<file path="src/rtl/iagc_pkg.sv">
// Shared IAGC definitions: FSM status codes, command opcodes, frame defaults.
// Used by iagc_cmd_rx and iagc_fsm.
package iagc_pkg;

   localparam int unsigned CMD_PARAM_SIZE_DEF = 4;
   localparam int unsigned CMD_BYTE_W         = 8;
   localparam logic [7:0]  SYNC_BYTE_DEF      = 8'hA5;

   // FSM status code reported while the control FSM waits for a command
   localparam logic [3:0]  STATUS_IDLE        = 4'b0010;

   // Opcode held on the command bus when no command has been accepted
   localparam logic [3:0]  CMD_EMPTY          = 4'h0;

   // Checksum byte closing a frame
   function automatic logic [7:0] frame_chk(input logic [7:0] sync_b, input logic [7:0] cmd_b);
      return sync_b ^ cmd_b;
   endfunction

endpackage

</file>
<file path="src/rtl/iagc_cmd_timeout.sv">
// Inter-byte timeout: loadable down-counter with terminal-count flag.
// o_tc_c is high in the cycle where the enabled count has run out, so the
// owner sees it TIMEOUT_CYCLES edges after the last load.
module iagc_cmd_timeout #(
   parameter int unsigned TIMEOUT_CYCLES = 100000,
   parameter int unsigned TOUT_SIZE      = 17
)(
   input  logic i_clock,
   input  logic i_reset,
   input  logic i_load,
   input  logic i_en,
   output logic o_tc_c
);

   localparam logic [TOUT_SIZE-1:0] LOAD_VAL = TOUT_SIZE'(TIMEOUT_CYCLES - 1);

   logic [TOUT_SIZE-1:0] count;

   // Reload on every received byte, otherwise count down while enabled
   always_ff @(posedge i_clock) begin
      if (i_reset) begin
         count <= '0;
      end else if (i_load) begin
         count <= LOAD_VAL;
      end else if (i_en && (count != '0)) begin
         count <= count - TOUT_SIZE'(1);
      end
   end

   assign o_tc_c = i_en && (count == '0);

endmodule

</file>
<file path="src/rtl/iagc_cmd_rx.sv">
// Command-frame receiver for the IAGC control FSM.
// Frame: SYNC, CMD={op,param}[, CHK=SYNC^CMD]. The CHK byte is only expected
// when IAGC_CMD_CHECKSUM_EN is defined; otherwise frames are two bytes long.
module iagc_cmd_rx
   import iagc_pkg::*;
#(
   parameter int unsigned CMD_PARAM_SIZE = CMD_PARAM_SIZE_DEF,
   parameter logic [7:0]  SYNC_BYTE      = SYNC_BYTE_DEF,
   parameter int unsigned TIMEOUT_CYCLES = 100000,
   parameter int unsigned TOUT_SIZE      = 17,
   parameter int unsigned ERR_CNT_SIZE   = 8
)(
   input  logic                      i_clock,
   input  logic                      i_reset,
   input  logic [7:0]                i_rx_data,
   input  logic                      i_rx_done,
   input  logic                      i_fsm_idle,
   output logic                      o_cmd_valid,
   output logic [CMD_PARAM_SIZE-1:0] o_cmd_operation,
   output logic [CMD_PARAM_SIZE-1:0] o_cmd_parameter,
   output logic                      o_frame_err,
   output logic [ERR_CNT_SIZE-1:0]   o_err_count,
   output logic                      o_busy
);

   localparam int unsigned CMD_W = 2 * CMD_PARAM_SIZE;

   typedef enum logic [1:0] {
      WAIT_SYNC = 2'd0,
      WAIT_CMD  = 2'd1,
`ifdef IAGC_CMD_CHECKSUM_EN
      WAIT_CHK  = 2'd2,
`endif
      PENDING   = 2'd3
   } state_t;

   state_t                    state, state_n;
   logic [CMD_W-1:0]          cmd_buf, cmd_buf_n;
   logic                      valid_n;
   logic                      err_n;
   logic [CMD_PARAM_SIZE-1:0] op_n, par_n;
   logic                      tout_en_c;
   logic                      tout_tc_c;

   // Timeout runs only while a frame is partially received
`ifdef IAGC_CMD_CHECKSUM_EN
   assign tout_en_c = (state == WAIT_CMD) || (state == WAIT_CHK);
`else
   assign tout_en_c = (state == WAIT_CMD);
`endif

   iagc_cmd_timeout #(
      .TIMEOUT_CYCLES (TIMEOUT_CYCLES),
      .TOUT_SIZE      (TOUT_SIZE)
   ) u_timeout (
      .i_clock (i_clock),
      .i_reset (i_reset),
      .i_load  (i_rx_done),
      .i_en    (tout_en_c),
      .o_tc_c  (tout_tc_c)
   );

   // State register and registered outputs
   always_ff @(posedge i_clock) begin
      if (i_reset) begin
         state           <= WAIT_SYNC;
         cmd_buf         <= '0;
         o_cmd_valid     <= 1'b0;
         o_cmd_operation <= CMD_PARAM_SIZE'(CMD_EMPTY);
         o_cmd_parameter <= CMD_PARAM_SIZE'(CMD_EMPTY);
         o_frame_err     <= 1'b0;
         o_err_count     <= '0;
         o_busy          <= 1'b0;
      end else begin
         state           <= state_n;
         cmd_buf         <= cmd_buf_n;
         o_cmd_valid     <= valid_n;
         o_cmd_operation <= op_n;
         o_cmd_parameter <= par_n;
         o_frame_err     <= err_n;
         o_busy          <= (state_n != WAIT_SYNC);
         if (err_n && (o_err_count != '1)) begin
            o_err_count <= o_err_count + ERR_CNT_SIZE'(1);
         end
      end
   end

   // Next-state and output decode; a received byte beats a same-cycle timeout
   always_comb begin
      state_n   = state;
      cmd_buf_n = cmd_buf;
      valid_n   = 1'b0;
      err_n     = 1'b0;
      op_n      = o_cmd_operation;
      par_n     = o_cmd_parameter;
      case (state)
         WAIT_SYNC: begin
            if (i_rx_done && (i_rx_data == SYNC_BYTE)) begin
               state_n = WAIT_CMD;
            end
         end
         WAIT_CMD: begin
            if (i_rx_done) begin
               cmd_buf_n = CMD_W'(i_rx_data);
`ifdef IAGC_CMD_CHECKSUM_EN
               state_n   = WAIT_CHK;
`else
               state_n   = PENDING;
`endif
            end else if (tout_tc_c) begin
               err_n   = 1'b1;
               state_n = WAIT_SYNC;
            end
         end
`ifdef IAGC_CMD_CHECKSUM_EN
         WAIT_CHK: begin
            if (i_rx_done) begin
               if (i_rx_data == frame_chk(SYNC_BYTE, 8'(cmd_buf))) begin
                  state_n = PENDING;
               end else begin
                  err_n   = 1'b1;
                  state_n = WAIT_SYNC;
               end
            end else if (tout_tc_c) begin
               err_n   = 1'b1;
               state_n = WAIT_SYNC;
            end
         end
`endif
         PENDING: begin
            if (i_fsm_idle) begin
               valid_n = 1'b1;
               op_n    = cmd_buf[CMD_W-1 -: CMD_PARAM_SIZE];
               par_n   = cmd_buf[CMD_PARAM_SIZE-1:0];
               state_n = WAIT_SYNC;
            end
            // Byte arriving while a command waits is an overrun; it is dropped
            if (i_rx_done) begin
               err_n = 1'b1;
            end
         end
         default: begin
            state_n = WAIT_SYNC;
         end
      endcase
   end

endmodule

</file>
<file path="config.mk">
export PLATFORM = sky130hd
export DESIGN_NAME = iagc_cmd_rx
export DESIGN_NICKNAME = d
export VERILOG_FILES = /design/src/rtl/iagc_pkg.sv /design/src/rtl/iagc_cmd_timeout.sv /design/src/rtl/iagc_cmd_rx.sv
export SDC_FILE = /design/constraint.sdc
export NUM_CORES = 1
export LEC_CHECK = 0
export ABC_AREA = 1
export CAP_MARGIN = 15
export CORE_ASPECT_RATIO = 1.25
export CORE_MARGIN = 2
export CORE_UTILIZATION = 45
export DETAILED_ROUTE_END_ITERATION = 8
export PLACE_DENSITY = 0.68
export SLEW_MARGIN = 10
export SYNTH_ARGS = -nofsm -noshare
export SYNTH_HDL_FRONTEND = slang
export SYNTH_SLANG_ARGS = --single-unit
</file>
<file path="constraint.sdc">
create_clock -name i_clock -period 2.58 [get_ports i_clock]
set_clock_uncertainty 0.1 [all_clocks]
set_input_delay 0.645 -clock i_clock [delete_from_list [all_inputs] [get_ports i_clock]]
set_output_delay 0.645 -clock i_clock [all_outputs]
set_load 0.03 [all_outputs]
</file>
==> impl_metrics.env <==
export IMPL_grt_first_pass_wirelength_um=8850
export IMPL_cts_hold_buf=0
export IMPL_ant_nets=0
export IMPL_power_density_nw_per_um2=518
export IMPL_synth_area_leaders="dfxtp_1 (40%), nand2_1 (12%), nand3_1 (10%)"
export IMPL_clk_pin_slew_ps=80
export IMPL_post_route_min_period_ps=2200
export IMPL_seqCellArea_um2=921
export IMPL_vias=2101
export IMPL_crit_chain="clkdlybuf4s50_1"
export IMPL_slew_violations=0
export IMPL_critical_path_max_fanout=6
export IMPL_hold_viol=0
export IMPL_syn2layout_area_growth_pct=20.8
export IMPL_ys_types=28
export IMPL_crit_family="buffers and inverters"
export IMPL_crit_buf_inv=1
export IMPL_final_setup_viol_count=0
export IMPL_nets=367
export IMPL_cp_required_ps=1840
export IMPL_htreeDepth=2
export IMPL_drt_iter0_drc=134
export IMPL_io_pins=31
export IMPL_synthCells=320
export IMPL_clkSinkCount=46
export IMPL_max_cap_violations=0
export IMPL_num_rows=29
export IMPL_antenna_found_initial=0
export IMPL_synth_cell_area_um2=2280
export IMPL_hp_class="flip-flop to flip-flop"
export IMPL_post_drt_wl_per_cell_um=12.3
export IMPL_synth_seq_area_share_pct=40.4
export IMPL_grt_pass1_vias=1995
export IMPL_route_detailed_drc=0
export IMPL_fillCellCount=506
export IMPL_core_region_area_um2=4970
export IMPL_final_common_cell="nand2_1"
export IMPL_clock_root_buffer="clkbuf_8"
export IMPL_post_cts_setup_buffer_count=0
export IMPL_insertion_delay_ps=300
export IMPL_rsz0062_at_grt="false"
export IMPL_tns_ps=0
export IMPL_grt_use_total_pct=19.8
export IMPL_ys_warn_count=0
export IMPL_timing_final_crit_share_pct=85.2
export IMPL_synth_top_cell_by_area="dfxtp_1"
export IMPL_synth_top_area_share_pct=40.4
export IMPL_syn_area_per_cell_um2=7.13
export IMPL_viasPerCell=5.07
export IMPL_crit_path_max_incr_delay_ps=710
export IMPL_multi_input_area_um2=1200
export IMPL_ctsResizeCount=0
export IMPL_slew_headroom_pct=68.7
export IMPL_cts_buffers=5
export IMPL_ys_ff_latch=46
export IMPL_cts_tree="built"
export IMPL_place_congestion=0.821
export IMPL_firstDrtPassIters=4
export IMPL_die_h_um=83.6
export IMPL_final_cell_mix="nand2_1 (74), nand3_1 (47), dfxtp_1 (46), a21oi_1 (35)"
export IMPL_cts_buffer_depth=2
export IMPL_wl_um=5100
export IMPL_status="finished, final reports clean"
export IMPL_start_util_pct=45.9
export IMPL_cp_end_kind="output pin"
export IMPL_arrival_ps=1450
export IMPL_cp_start_kind="flip-flop"
export IMPL_dieArea_um2=5660
export IMPL_dieWidth_um=67.7
export IMPL_fmax_mhz=455
export IMPL_peakVddDrop_mv=0.411
export IMPL_hpwl_um=3670
export IMPL_overflow=0
export IMPL_p_leak_uw=0.00108
export IMPL_grt_max_degree=23
export IMPL_io_buffers=30
export IMPL_antenna_cells=0
export IMPL_finalPower_uw=1430
export IMPL_tightest_slew_ps=470
export IMPL_layout_drive_gt1_share_pct=7.95
export IMPL_synth_net_count=335
export IMPL_cp_slowest_cell="clkdlybuf4s50_1"
export IMPL_criticalPathCategory="flip-flop to output pin"
## cell type report
| class | instances | area share, % |
|---|---|---|
| Multi-Input combinational cell | 235 | 43.5 |
| Timing Repair Buffer | 35 | 12.3 |
| Clock inverter | 1 | 1.09 |
| Clock buffer | 6 | 3.00 |
| Sequential cell | 46 | 33.4 |
| Tap cell | 62 | 2.81 |
| Inverter | 29 | 3.95 |
## Yosys cell counts
library cell,instances
a21oi_1,35
a21oi_2,1
a31oi_1,3
buf_6,2
clkbuf_1,8
clkinv_1,1
dfxtp_1,46
ha_1,3
inv_1,28
nand2_1,74
nand2_2,2
nand2_4,3
nand3_1,47
nand3_2,2
nand4_1,3
nor2_1,30
nor2_2,4
nor2_4,2
nor3_1,1
nor3b_1,1
nor3b_2,1
nor4b_1,2
o21ai_0,5
o21ai_1,1
o21bai_1,1
or2_2,1
xnor2_1,6
xor2_1,7
## worst paths after layout
kind	startpoint	end	depth (start not counted)	slack, ps
setup / recovery	o_err_count[5]$_SDFFE_PP0P_	o_err_count[5]	1	380
hold / removal	o_cmd_parameter[2]$_SDFFE_PP0P_	o_cmd_parameter[2]$_SDFFE_PP0P_	2	360
setup reg to reg	u_timeout.count[0]$_SDFFE_PP0P_	u_timeout.count[15]$_SDFFE_PP0P_	11	820
hold reg to reg	o_cmd_parameter[2]$_SDFFE_PP0P_	o_cmd_parameter[2]$_SDFFE_PP0P_	2	360
## cell families after synthesis
group / after synthesis / synth area share, %
buffers and inverters: 39 / 7.08
flip-flops: 46 / 40.4
XOR/XNOR: 13 / 4.99
adder cells (fa/ha/maj): 3 / 1.65
AO/OA/AOI/OAI: 46 / 10.5
AND/OR/NAND/NOR: 173 / 35.4
## stage by stage
step	utilization (%)	instances	instance area (um^2)	worst slack [ps]	hold slack, ps
floorplan	-	320	2280	849	342
global placement	53.2	407	2640	462	350
detailed placement	53.2	407	2640	383	355
CTS	55.4	414	2760	367	364
global route	55.4	414	2760	315	388
finish	55.4	414	2760	383	362
## registers in the layout, indices dropped and copies added, names as in the netlist
signal and flops:
cmd_buf 8, o_err_count 8, o_cmd_valid 1, o_frame_err 1, o_busy 1, o_cmd_parameter 4
o_cmd_operation 4, u_timeout.count 17, state 2
## where the power goes
part           internal [uW]  switching (uW)
logic                   56.3            84.3
registers                721            12.5
clock network            310             242
total                   1090             339
## per-layer routing
metal  track usage (%)  wire, um  share of wire [%]
met2              31.9      2490                 49
met5                 0         0                  0
met3              4.86       183                3.6
met1              25.3      2370                 46
met4              6.31        58                1.1
Power figures use the tool's default switching activity.
